**src/rtl/key_cmd_scheduler.sv**
```systemverilog
// key_cmd_scheduler
//   Turns a stream of PS/2 set-2 scancode bytes into game commands.
//   A prefix decoder FSM (E0 / F0 handling) classifies each byte as a make or
//   a break. Five keys are tracked: held mask plus one pending press bit per key.
//   A registered priority arbiter presents one command at a time on a
//   valid/ready handshake.
//
//   Optional feature: define KEY_AUTO_REPEAT_EN to let LEFT, RIGHT and DOWN
//   auto-repeat while held (first repeat after REPEAT_DELAY cycles, then every
//   REPEAT_RATE cycles). If it is not defined, no repeat counters exist.
//
// Ports
//   clk          system clock
//   rst          synchronous reset, active-high
//   frame_valid  one-cycle strobe, frame_data carries a new scancode byte
//   frame_data   received set-2 scancode byte
//   cmd_ready    consumer accepts cmd this cycle
//   cmd_valid    a command is presented
//   cmd          1=LEFT 2=RIGHT 3=DOWN 4=ROTATE 5=DROP, 0=none
//   held         held-key mask {DROP, ROTATE, DOWN, RIGHT, LEFT}
//
// Decoder states
//   state    | meaning
//   IDLE     | no prefix seen, next byte is a make or a prefix
//   EXT      | E0 seen, next byte is an extended make or F0
//   BRK      | F0 seen, next byte is a break
//   EXT_BRK  | E0 F0 seen, next byte is an extended break
module key_cmd_scheduler #(
  parameter int unsigned REPEAT_DELAY   = 25_000_000,
  parameter int unsigned REPEAT_RATE    = 5_000_000,
  parameter int unsigned PREFIX_TIMEOUT = 1_000_000
) (
  input  logic       clk,
  input  logic       rst,
  input  logic       frame_valid,
  input  logic [7:0] frame_data,
  input  logic       cmd_ready,
  output logic       cmd_valid,
  output logic [2:0] cmd,
  output logic [4:0] held
);

  typedef enum logic [1:0] {
    IDLE    = 2'd0,
    EXT     = 2'd1,
    BRK     = 2'd2,
    EXT_BRK = 2'd3
  } state_t;

  localparam logic [7:0]  BYTE_EXT = 8'hE0;
  localparam logic [7:0]  BYTE_BRK = 8'hF0;
  localparam logic [31:0] TO_LOAD  = 32'(PREFIX_TIMEOUT - 1);

  state_t      r_state;
  state_t      w_state_nxt;
  logic [31:0] r_to_cnt;
  logic        w_dec_en;
  logic        w_dec_ext;
  logic        w_dec_brk;
  logic [4:0]  w_key;
  logic [4:0]  w_make;
  logic [4:0]  w_brk;
  logic [4:0]  w_new_press;
  logic [4:0]  w_rep_set;
  logic [4:0]  w_clr;
  logic [2:0]  w_pick;
  logic [4:0]  r_held;
  logic [4:0]  r_pend;
  logic        r_cmd_valid;
  logic [2:0]  r_cmd;

  // ---------------- decoder FSM ----------------
  always_ff @(posedge clk) begin
    if (rst) r_state <= IDLE;
    else     r_state <= w_state_nxt;
  end

  always_comb begin
    w_state_nxt = r_state;
    w_dec_en    = 1'b0;
    w_dec_ext   = 1'b0;
    w_dec_brk   = 1'b0;
    if (frame_valid) begin
      case (r_state)
        IDLE: begin
          if (frame_data == BYTE_EXT)      w_state_nxt = EXT;
          else if (frame_data == BYTE_BRK) w_state_nxt = BRK;
          else                             w_dec_en    = 1'b1;
        end
        EXT: begin
          if (frame_data == BYTE_BRK) w_state_nxt = EXT_BRK;
          else begin
            w_dec_en    = 1'b1;
            w_dec_ext   = 1'b1;
            w_state_nxt = IDLE;
          end
        end
        BRK: begin
          w_dec_en    = 1'b1;
          w_dec_brk   = 1'b1;
          w_state_nxt = IDLE;
        end
        EXT_BRK: begin
          w_dec_en    = 1'b1;
          w_dec_ext   = 1'b1;
          w_dec_brk   = 1'b1;
          w_state_nxt = IDLE;
        end
        default: w_state_nxt = IDLE;
      endcase
    end else if (r_state != IDLE && r_to_cnt == 32'd0) begin
      // prefix went stale: drop it
      w_state_nxt = IDLE;
    end
  end

  // Reloaded on every byte; only meaningful while a prefix is outstanding.
  // Idle cycle k after a prefix sees TO_LOAD-(k-1), so the FSM leaves on
  // the PREFIX_TIMEOUT-th idle cycle.
  always_ff @(posedge clk) begin
    if (rst)                                    r_to_cnt <= 32'd0;
    else if (frame_valid)                       r_to_cnt <= TO_LOAD;
    else if (r_state != IDLE && r_to_cnt != 0)  r_to_cnt <= r_to_cnt - 32'd1;
  end

  // ---------------- key map ----------------
  always_comb begin
    w_key = 5'b0;
    if (w_dec_en) begin
      case ({w_dec_ext, frame_data})
        9'h029:  w_key[4] = 1'b1;
        9'h175:  w_key[3] = 1'b1;
        9'h172:  w_key[2] = 1'b1;
        9'h174:  w_key[1] = 1'b1;
        9'h16B:  w_key[0] = 1'b1;
        default: w_key    = 5'b0;
      endcase
    end
  end

  assign w_make      = w_key & {5{~w_dec_brk}};
  assign w_brk       = w_key & {5{w_dec_brk}};
  // typematic makes of an already-held key fall out here
  assign w_new_press = w_make & ~r_held;

  // ---------------- auto-repeat ----------------
`ifdef KEY_AUTO_REPEAT_EN
  localparam logic [31:0] REP_DELAY_LOAD = 32'(REPEAT_DELAY - 1);
  localparam logic [31:0] REP_RATE_LOAD  = 32'(REPEAT_RATE - 1);

  // only LEFT, RIGHT, DOWN (bits 0..2) repeat
  logic [31:0] r_rep_cnt [3];

  always_comb begin
    w_rep_set = 5'b0;
    for (int i = 0; i < 3; i++) begin
      if (r_held[i] && !w_brk[i] && r_rep_cnt[i] == 32'd0) w_rep_set[i] = 1'b1;
    end
  end

  always_ff @(posedge clk) begin
    if (rst) begin
      for (int i = 0; i < 3; i++) r_rep_cnt[i] <= 32'd0;
    end else begin
      for (int i = 0; i < 3; i++) begin
        if (w_brk[i])            r_rep_cnt[i] <= 32'd0;
        else if (w_new_press[i]) r_rep_cnt[i] <= REP_DELAY_LOAD;
        else if (r_held[i])      r_rep_cnt[i] <= (r_rep_cnt[i] == 32'd0) ?
                                                 REP_RATE_LOAD : r_rep_cnt[i] - 32'd1;
      end
    end
  end
`else
  logic w_unused_cfg;
  assign w_unused_cfg = (REPEAT_DELAY == 0) ^ (REPEAT_RATE == 0);
  assign w_rep_set    = 5'b0;
`endif

  // ---------------- held / pending ----------------
  // Granted bit clears on the handshake; a set in the same cycle wins.
  assign w_clr = (r_cmd_valid && cmd_ready) ? (5'd1 << (r_cmd - 3'd1)) : 5'd0;

  always_ff @(posedge clk) begin
    if (rst) begin
      r_held <= 5'b0;
      r_pend <= 5'b0;
    end else begin
      r_held <= (r_held | w_make) & ~w_brk;
      r_pend <= (r_pend & ~w_clr) | w_new_press | w_rep_set;
    end
  end

  // ---------------- arbiter ----------------
  // later assignments override: DROP > ROTATE > DOWN > LEFT > RIGHT
  always_comb begin
    w_pick = 3'd0;
    if (r_pend[1]) w_pick = 3'd2;
    if (r_pend[0]) w_pick = 3'd1;
    if (r_pend[2]) w_pick = 3'd3;
    if (r_pend[3]) w_pick = 3'd4;
    if (r_pend[4]) w_pick = 3'd5;
  end

  // A presented command is frozen until accepted; after acceptance valid
  // drops for one cycle so the cleared pending bit is visible to arbitration.
  always_ff @(posedge clk) begin
    if (rst) begin
      r_cmd_valid <= 1'b0;
      r_cmd       <= 3'd0;
    end else if (r_cmd_valid) begin
      if (cmd_ready) begin
        r_cmd_valid <= 1'b0;
        r_cmd       <= 3'd0;
      end
    end else if (|r_pend) begin
      r_cmd_valid <= 1'b1;
      r_cmd       <= w_pick;
    end
  end

  assign cmd_valid = r_cmd_valid;
  assign cmd       = r_cmd;
  assign held      = r_held;

endmodule

```
**config.mk**
```make
export PLATFORM = sky130hd
export DESIGN_NAME = key_cmd_scheduler
export DESIGN_NICKNAME = d
export VERILOG_FILES = /design/src/rtl/key_cmd_scheduler.sv
export SDC_FILE = /design/constraint.sdc
export NUM_CORES = 1
export LEC_CHECK = 0
export ABC_AREA = 1
export CORE_AREA = 2 2 93 95
export DETAILED_ROUTE_END_ITERATION = 8
export DIE_AREA = 0 0 95 97
export GPL_ROUTABILITY_DRIVEN = 0
export GPL_TIMING_DRIVEN = 0
export SYNTH_ARGS = -nofsm -noshare
export SYNTH_HDL_FRONTEND = slang
export SYNTH_SLANG_ARGS = --single-unit
```
**constraint.sdc**
```tcl
create_clock -name clk -period 1.7 [get_ports clk]
set_input_delay 0.425 -clock clk [delete_from_list [all_inputs] [get_ports clk]]
set_output_delay 0.425 -clock clk [all_outputs]
set_load 0.01 [all_outputs]
```
==> results of run 1 <==
==> per-layer routing <==
| metal | part of all wire | GRT usage |
|---|---|---|
| met1 | 0.48 | 0.261 |
| met2 | 0.47 | 0.299 |
| met3 | 0.037 | 0.0296 |
| met4 | 0.014 | 0.0691 |
| met5 | 0 | 0 |
==> through the flow <==
stage	cell area, sq um	utilization
floorplan	3210	-
global placement	3520	0.433
detailed placement	3520	0.433
CTS	3630	0.447
global route	3850	0.473
finish	3850	0.473
==> final cells by class <==
type	instances	area [sq um]	share of cell area
multi-input combinational	401	2040	0.529
sequential	48	987	0.257
timing repair buffer	24	260	0.0676
inverter	64	248	0.0644
tap	105	131	0.0341
buffer	12	97.6	0.0254
clock buffer	5	68.8	0.0179
clock inverter	3	18.8	0.00488
==> synth_stat cells <==
cell,number,area share
buf_1,1,0.0012
buf_2,3,0.0047
nand3_1,44,0.069
clkinv_1,2,0.0023
nand3b_1,2,0.0047
buf_8,1,0.0047
nor3_1,8,0.012
nor2_4,4,0.014
inv_4,1,0.0019
nor4_1,1,0.0019
dfxtp_1,48,0.30
xnor2_1,4,0.011
ha_1,3,0.012
inv_1,60,0.070
nand2_2,6,0.012
nand4_1,7,0.014
nand3_2,3,0.0093
o21bai_1,1,0.0023
o21ai_0,11,0.017
nor2_2,13,0.025
nor3b_1,1,0.0023
nor3_2,1,0.0031
a21oi_1,36,0.056
nand2_1,148,0.17
xor2_1,7,0.019
o21ai_1,1,0.0016
a21oi_2,5,0.014
clkbuf_1,3,0.0035
and2_1,1,0.0019
nand2_4,1,0.0035
nand2_8,2,0.012
nor2_1,90,0.11
inv_2,1,0.0012
or2_1,1,0.0019
buf_6,4,0.014
==> power by group through the flow <==
stage	Combinational [mW]	Sequential (mW)	Clock [mW]
floorplan	0.530	1.21	0
detailed placement	0.700	1.23	0
global placement	0.693	1.22	0
global route	0.869	1.22	0.771
finish	0.785	1.21	0.713
CTS	0.709	1.20	0.742
==> final timing paths <==
kind	startpoint	endpoint	cells after the start
max	cmd[0]$_SDFFE_PP0P_	cmd[0]	1
min	rst	r_to_cnt[5]$_SDFFE_PP0P_	2
max reg2reg	r_to_cnt[1]$_SDFFE_PP0P_	r_to_cnt[2]$_SDFFE_PP0P_	11
min reg2reg	r_to_cnt[30]$_SDFFE_PP0P_	r_to_cnt[30]$_SDFFE_PP0P_	2
==> cells by family after synthesis <==
kind of cell | Yosys count | share of synthesized area
AO/OA/AOI/OAI | 54 | 0.0907
XOR/XNOR | 11 | 0.0300
adder cells (fa/ha/maj) | 3 | 0.0117
buffers and inverters | 76 | 0.104
flip-flops | 48 | 0.299
AND/OR/NAND/NOR | 333 | 0.465
==> what timing repair did <==
action                                  CTS  global route
gates resized for setup                   6            66
buffers inserted                          1             4
hold buffers                              0             0
endpoints found under the setup margin   21            41
hold endpoints to repair                  0             0
pin swaps                                 1            15
cloned                                    0             1
==> impl_metrics.csv, run 1 <==
group,metric,value,unit
clocking,numCtsBuffers,5,
power,p_switching,965,uW
placement,place.detailed.hpwl,6410,um
layout,instances_no_fill,662,
sta,setup_violations,0,
sta,timing_worst_slew_pin_value,0.589,ns
global_routing,grt_antenna_before_repair,0,
logic_synthesis,synth.yosys.warnings,0,
worst_setup_path,timing.critical_path.from_type,"flip-flop",
power,worst_ir_drop_vdd,356,uV
worst_setup_path,critical-path-max-stage-delay,0.54,ns
floorplanning,starting_density_of_the_core,0.395,
power,logic_pwr_share,0.290,
logic_synthesis,post_synthesis_sequential_area_ratio,0.299,
logic_synthesis,syn-num-nets,540,
layout,final_layout_size_suffix_gt1_frac,0.206,
detailed_routing,detailedRoute.firstPassIterationCount,4,
clocking,clock_tree.root_cell,"clkbuf_8",
floorplanning,core_region_area,8130,sq um
worst_setup_path,crit_family,"buffers and inverters",
sta,period_minus_slack,1.65,ns
clocking,cts_buffer_depth,2,
status,run_status,"finished clean",
sta,timing_max_transition_violations_final,0,
worst_setup_path,timing.critical_path.required,1.27,ns
power,clockPowerShare,0.263,
layout,antenna-diode-count,0,
logic_synthesis,syn-cell-area,3210,sq um
clocking,clkSinkCount,48,
global_routing,via_count_of_the_first_global_routing_pass,3042,
global_routing,grt_max_degree,16,
worst_setup_path,timing.critical_path.fanout_max,5,
worst_setup_path,setup.reg_to_reg.worst_slack,0.08,ns
logic_synthesis,synth_cell_types,35,
placement,place.detailed.instances,648,
sta,final.period_utilization,0.969,
worst_setup_path,criticalPathCategory,"flip-flop to output pin",
layout,most-common-layout-cells,"nand2_1, nor2_1, inv_1",
layout,final.fill_count,836,
worst_setup_path,crit_slowest_cell,"clkdlybuf4s50_1",
global_routing,global_route_wire_length_before_repair,14100,um
sta,worst_clock_skew,0.0120,ns
run,timing.max_cap.violations,0,
global_routing,global_route_usage_sum,0.190,
worst_setup_path,cp-end-kind,"output pin",
floorplanning,die_h,97,um
floorplanning,top_ports,21,
sta,slew_headroom,0.608,
placement,buffer_ports.inserted,18,
logic_synthesis,postSynthAreaPerCell,6.12,sq um
clocking,tritoncts,"built",
detailed_routing,vias_per_instance,4.96,
power,internal-power,1.74,mW
worst_setup_path,critPathBufInv,1,
layout,nNetsFinal,571,
detailed_routing,postRouteWirelength,8540,um
detailed_routing,via_count,3282,
global_routing,gr_overflow_total,0,
floorplanning,rows,33,
clocking,worst_setup_hold_path_clk_slew,0.09,ns
detailed_routing,dr.first_iter.drc_count,178,
floorplanning,die-area,9220,sq um
sta,timing.final.hold_violations,0,
logic_synthesis,synthesis.instances,525,
worst_setup_path,path_cells,"clkdlybuf4s50_1",
sta,finalWorstSetupSlack,0.0523,ns
power,power.sequential.fraction,0.447,
power,netSwitchingFraction,0.356,
layout,layout_stage_area_growth_over_the_synthesis_result,19.8,%
sta,hold_slack,0.402,ns
layout,mostFrequentLayoutCell,"nand2_1",
power,pwr_density_cell,704,nW/um^2
detailed_routing,antenna_left,0,
worst_setup_path,cp_data_arrival_time,1.22,ns
logic_synthesis,synth-seq-cells,48,
clocking,htree_depth,2,
hold_path,holdCritPathClass,"primary input to flip-flop",
power,p_leak,1.70,nW
sta,fin_tns_setup,0,ns
detailed_routing,drt_drc_violations_left,0,
placement,dp_worst_setup_slack,-0.446,ns
power,sum_of_internal_switching_and_leakage_power,2.71,mW
floorplanning,chipWidth,95,um
detailed_routing,route.detailed.wl_per_inst,12.9,um
sta,clock.fmax,607,MHz
clocking,worstSkewPairLatency,0.31,ns
(Power assumes the default switching activity.)
==> inputs of run 2 (changes only) <==
- CORE_AREA: 2 2 93 95 -> 2 2 77 79
- DIE_AREA: 0 0 95 97 -> 0 0 79 81
- MAX_ROUTING_LAYER: not set -> met4
- PLACE_DENSITY: not set -> 0.78
==> run 2 against run 1 <==
  * Sequential share of layout area rose by 0.36 points
  * Sequential power barely moved
  * Flip-flop and latch count did not move
  * Global-route usage rose by 7.5 points
  * Combinational power fell by 4.1%
  * Register-to-register slack improved by 0.03 ns
  * Largest cell class unchanged
  * Cell area fell by 2.1%
==> impl_metrics.csv, run 2 (synthesis gave the netlist of run 1 again) <==
group,metric,value,unit
layout,nNetsFinal,569,
detailed_routing,route.detailed.wl_per_inst,12.8,um
placement,dp_worst_setup_slack,-0.423,ns
detailed_routing,drt_drc_violations_left,0,
layout,layout_stage_area_growth_over_the_synthesis_result,17.2,%
power,p_leak,1.67,nW
worst_setup_path,criticalPathCategory,"flip-flop to output pin",
worst_setup_path,startpoint_of_the_worst_register_to_register_path,"r_to_cnt[9]$_SDFFE_PP0P_",
floorplanning,die-area,6400,sq um
floorplanning,rows,28,
sta,final.period_utilization,0.977,
layout,most-common-layout-cells,"nand2_1, nor2_1, inv_1",
hold_path,timing.hold.worst.start,"rst",
worst_setup_path,reg2reg_to,"r_to_cnt[26]$_SDFFE_PP0P_",
layout,antenna-diode-count,0,
detailed_routing,detailedRoute.firstPassIterationCount,5,
layout,mostFrequentLayoutCell,"nand2_1",
clocking,worst_setup_hold_path_clk_slew,0.10,ns
clocking,clkSinkCount,48,
worst_setup_path,path_cells,"clkdlybuf4s50_1",
global_routing,gr_overflow_total,0,
global_routing,grt_max_degree,16,
detailed_routing,vias_per_instance,5.28,
worst_setup_path,cp_data_arrival_time,1.24,ns
sta,timing.final.hold_violations,0,
worst_setup_path,timing.critical_path.from_type,"flip-flop",
clocking,cts_buffer_depth,2,
worst_setup_path,cp-end-kind,"output pin",
worst_setup_path,critical-path-max-stage-delay,0.55,ns
global_routing,grt_antenna_before_repair,0,
placement,buffer_ports.inserted,18,
sta,worst_clock_skew,0.00701,ns
power,sum_of_internal_switching_and_leakage_power,2.71,mW
layout,final.fill_count,536,
hold_path,holdCritPathClass,"primary input to flip-flop",
layout,final_layout_size_suffix_gt1_frac,0.184,
global_routing,global_route_wire_length_before_repair,13100,um
detailed_routing,antenna_left,0,
status,run_status,"finished clean",
power,worst_ir_drop_vdd,370,uV
sta,timing_worst_slew_pin_value,0.544,ns
clocking,worstSkewPairLatency,0.31,ns
worst_setup_path,setup.reg_to_reg.worst_slack,0.11,ns
sta,finalWorstSetupSlack,0.0387,ns
worst_setup_path,timing.critical_path.required,1.27,ns
floorplanning,top_ports,21,
detailed_routing,dr.first_iter.drc_count,186,
layout,multi_input_area,2030,sq um
run,timing.max_cap.violations,0,
worst_setup_path,crit_slowest_cell,"clkdlybuf4s50_1",
placement,place.detailed.hpwl,6100,um
clocking,tritoncts,"built",
global_routing,global_route_usage_sum,0.265,
clocking,clock_tree.root_cell,"clkbuf_8",
hold_path,min_delay_path_depth,2,
layout,final-seq-area,980,sq um
hold_path,hold-path-endpoint,"r_to_cnt[4]$_SDFFE_PP0P_",
floorplanning,starting_density_of_the_core,0.566,
sta,timing_max_transition_violations_final,0,
detailed_routing,postRouteWirelength,8080,um
floorplanning,core_region_area,5680,sq um
floorplanning,die_h,81,um
sta,clock.fmax,602,MHz
global_routing,via_count_of_the_first_global_routing_pass,2958,
worst_setup_path,r2r.worst_path.cells,10,
clocking,htree_depth,2,
detailed_routing,via_count,3326,
worst_setup_path,critPathBufInv,1,
worst_setup_path,timing.critical_path.fanout_max,3,
clocking,numCtsBuffers,5,
power,pwr_density_cell,719,nW/um^2
sta,period_minus_slack,1.66,ns
sta,slew_headroom,0.637,
floorplanning,chipWidth,79,um
worst_setup_path,crit_family,"buffers and inverters",
sta,setup_violations,0,
[run 2: area by class of cell]
type,instances,share of cell area
inverters,64,0.0658
flip-flops and latches,48,0.260
repair buffers,22,0.0591
multi-input cells,401,0.540
clock inverters,2,0.00399
clock buffers,6,0.0219
well taps,75,0.0249
plain buffers,12,0.0239
[run 2: worst max-delay path by stage]
stage                                end  slack [ns]  depth (start not counted)
2_1_floorplan  r_to_cnt[16]$_SDFFE_PP0P_        0.16                         11
3_5_place_dp        r_pend[3]$_SDFF_PP0_       -0.42                         11
3_3_place_gp        r_pend[0]$_SDFF_PP0_       -0.37                         11
5_1_grt        r_to_cnt[16]$_SDFFE_PP0P_       -0.02                         11
6_report                         held[0]        0.04                          1
4_1_cts        r_to_cnt[26]$_SDFFE_PP0P_       0.003                         11
[run 2: through the flow]
stage	hold WS, ns	instance area (sq um)	cells	TNS (ns)	utilization
finish	0.401	3770	630	0	0.664
CTS	0.413	3610	627	0	0.637
detailed placement	0.469	3490	618	-5.29	0.614
global route	0.410	3770	630	-0.0749	0.664
global placement	0.463	3490	618	-4.16	0.614
floorplan	0.448	3210	525	0	-
[run 2: power by group]
| group | switching (mW) | internal (mW) |
|---|---|---|
| Combinational | 0.485 | 0.268 |
| Sequential | 0.0497 | 1.16 |
| Clock | 0.414 | 0.330 |
[run 2: repair_timing]
action	CTS	global route
gates resized for setup	8	52
pin swaps	0	8
endpoints found under the setup margin	30	43
cloned	0	1
setup buffers	1	2
hold buffers	0	0
[run 2: layer usage]
layer	vias up	routed length, um	share of wire	GRT usage
met3	22	436	0.054	0.0489
met1	1484	3700	0.46	0.334
met4	0	216	0.027	0.0914
met5	-	0	0	-
li1	1712	-	-	-
met2	108	3730	0.46	0.429
==> inputs of run 3 (changes only) <==
- GPL_TIMING_DRIVEN: 0 -> 1
==> run 3 against run 2 <==
  * Non-clock buffer count up 21
  * Sequential share of layout area down 1.4 points
  * Clock power up 16%
  * Clock skew about the same
  * First-iteration DRC count up 31%
  * Worst setup slack better by 0.00083 ns
  * Hold slack better by 0.084 ns
  * Largest power group unchanged
  * Flip-flop and latch count unchanged
  * Combinational power up 2%
==> impl_metrics.csv, run 3 (synthesis gave the netlist of run 1 again) <==
group,metric,value,unit
floorplanning,top_ports,21,
worst_setup_path,cp_data_arrival_time,1.24,ns
detailed_routing,via_count,3498,
layout,final_layout_size_suffix_gt1_frac,0.174,
worst_setup_path,cp-end-kind,"output pin",
detailed_routing,dr.first_iter.drc_count,244,
clocking,worstSkewPairLatency,0.31,ns
layout,antenna-diode-count,0,
layout,mostFrequentLayoutCell,"nand2_1",
sta,clock.fmax,602,MHz
clocking,clkSinkCount,48,
floorplanning,die_h,81,um
power,p_leak,1.82,nW
layout,most-common-layout-cells,"nand2_1, nor2_1, inv_1",
power,worst_ir_drop_vdd,434,uV
floorplanning,chipWidth,79,um
floorplanning,rows,28,
sta,finalWorstSetupSlack,0.0395,ns
floorplanning,starting_density_of_the_core,0.566,
placement,buffer_ports.inserted,20,
clocking,worst_setup_hold_path_clk_slew,0.10,ns
floorplanning,core_region_area,5680,sq um
sta,timing_worst_slew_pin_value,0.441,ns
power,sum_of_internal_switching_and_leakage_power,2.83,mW
placement,place.detailed.hpwl,6230,um
power,internal-power,1.87,mW
detailed_routing,drt_drc_violations_left,0,
worst_setup_path,criticalPathCategory,"flip-flop to output pin",
placement,dp_worst_setup_slack,-0.278,ns
clocking,cts_hold_repair.buffers,0,
layout,layout_stage_area_growth_over_the_synthesis_result,21.8,%
detailed_routing,postRouteWirelength,8420,um
sta,setup_violations,0,
detailed_routing,vias_per_instance,5.35,
status,run_status,"finished clean",
global_routing,grt_antenna_before_repair,0,
global_routing,grt_max_degree,26,
worst_setup_path,critPathBufInv,1,
worst_setup_path,crit_family,"buffers and inverters",
sta,slew_headroom,0.705,
power,pwr_density_cell,722,nW/um^2
clocking,cts_buffer_depth,2,
clocking,post-cts-setup-buffer-count,0,
run,timing.max_cap.violations,0,
power,power.sequential.fraction,0.423,
sta,hold_slack,0.485,ns
power,p_switching,958,uW
worst_setup_path,crit_slowest_cell,"clkdlybuf4s50_1",
detailed_routing,route.detailed.wl_per_inst,12.9,um
worst_setup_path,timing.critical_path.required,1.27,ns
power,logic_pwr_share,0.272,
detailed_routing,antenna_left,0,
sta,fin_tns_setup,0,ns
sta,timing_max_transition_violations_final,0,
layout,nNetsFinal,593,
sta,rsz0062_at_grt,"true",
clocking,tritoncts,"built",
power,clockPowerShare,0.305,
clocking,numCtsBuffers,5,
worst_setup_path,path_cells,"clkdlybuf4s50_1",
sta,timing.final.hold_violations,0,
global_routing,global_route_wire_length_before_repair,13500,um
worst_setup_path,timing.critical_path.from_type,"flip-flop",
sta,worst_clock_skew,0.00728,ns
clocking,htree_depth,2,
worst_setup_path,critical-path-max-stage-delay,0.55,ns
hold_path,holdCritPathClass,"flip-flop to flip-flop",
global_routing,gr_overflow_total,0,
power,netSwitchingFraction,0.339,
worst_setup_path,timing.critical_path.fanout_max,5,
floorplanning,die-area,6400,sq um
sta,period_minus_slack,1.66,ns
detailed_routing,detailedRoute.firstPassIterationCount,6,
global_routing,global_route_usage_sum,0.274,
global_routing,via_count_of_the_first_global_routing_pass,3108,
sta,final.period_utilization,0.977,
clocking,clock_tree.root_cell,"clkbuf_8",
[run 3: cell count changes in the layout (fill, tap and decap cells not counted), sizes merged]
| cell | change |
|---|---|
| clkinvlp | -2 |
| bufinv | +1 |
| dlygate4sd2 | +1 |
| buf | +22 |
| clkinv | +2 |
| dlymetal6s2s | -1 |
| nand2 | +1 |
| clkbuf | -4 |
| nor2 | +2 |
| clkdlybuf4s50 | +2 |
[run 3: path summary, 6_finish.rpt]
kind         depth (start not counted)                      start  slack (ns)                   endpoint
max                                  1        cmd[0]$_SDFFE_PP0P_        0.04                     cmd[0]
min                                  2                  flip-flop        0.48                  flip-flop
max reg2reg                         10  r_to_cnt[14]$_SDFFE_PP0P_        0.07  r_to_cnt[19]$_SDFFE_PP0P_
min reg2reg                          2                  flip-flop        0.48                  flip-flop
[run 3: tightest hold or removal path, cell delays in order, from the launching register on]
cell and delay (ns):
dfxtp_1 0.34, nand2_1 0.06, a21oi_1 0.05
[run 3: per-stage QoR]
step | instances | util | instance area [sq um]
2_1_floorplan | 525 | - | 3210
3_3_place_gp | 643 | 0.651 | 3690
3_5_place_dp | 643 | 0.651 | 3690
4_1_cts | 652 | 0.674 | 3830
5_1_grt | 654 | 0.689 | 3910
6_report | 654 | 0.689 | 3910
[run 3: final cells by class]
class | count | area [sq um]
Multi-Input combinational cell | 404 | 2010
Fill cell | 509 | 1760
Sequential cell | 48 | 963
Timing Repair Buffer | 55 | 487
Inverter | 64 | 243
Tap cell | 75 | 93.8
Clock buffer | 5 | 68.8
Clock inverter | 3 | 47.5
[run 3: what timing repair did]
item,CTS,global route
pin swaps,1,5
gates cloned,1,2
gates resized for setup,5,24
endpoints found under the setup margin,28,28
[run 3: power groups by stage]
| stage | combinational, mW | clock, mW | sequential [mW] |
|---|---|---|---|
| 4_1_cts | 0.710 | 0.879 | 1.19 |
| 3_3_place_gp | 0.680 | 0 | 1.21 |
| 6_report | 0.769 | 0.863 | 1.19 |
| 3_5_place_dp | 0.694 | 0 | 1.22 |
| 5_1_grt | 0.842 | 0.926 | 1.20 |
| 2_1_floorplan | 0.530 | 0 | 1.21 |
[run 3: layer usage]
layer  up-vias  GRT usage  routed length [um]
met3        41     0.0522                 513
met2       126      0.465                3940
li1       1756          -                   -
met5         -          -                   0
met1      1575      0.325                3640
met4         0      0.102                 331
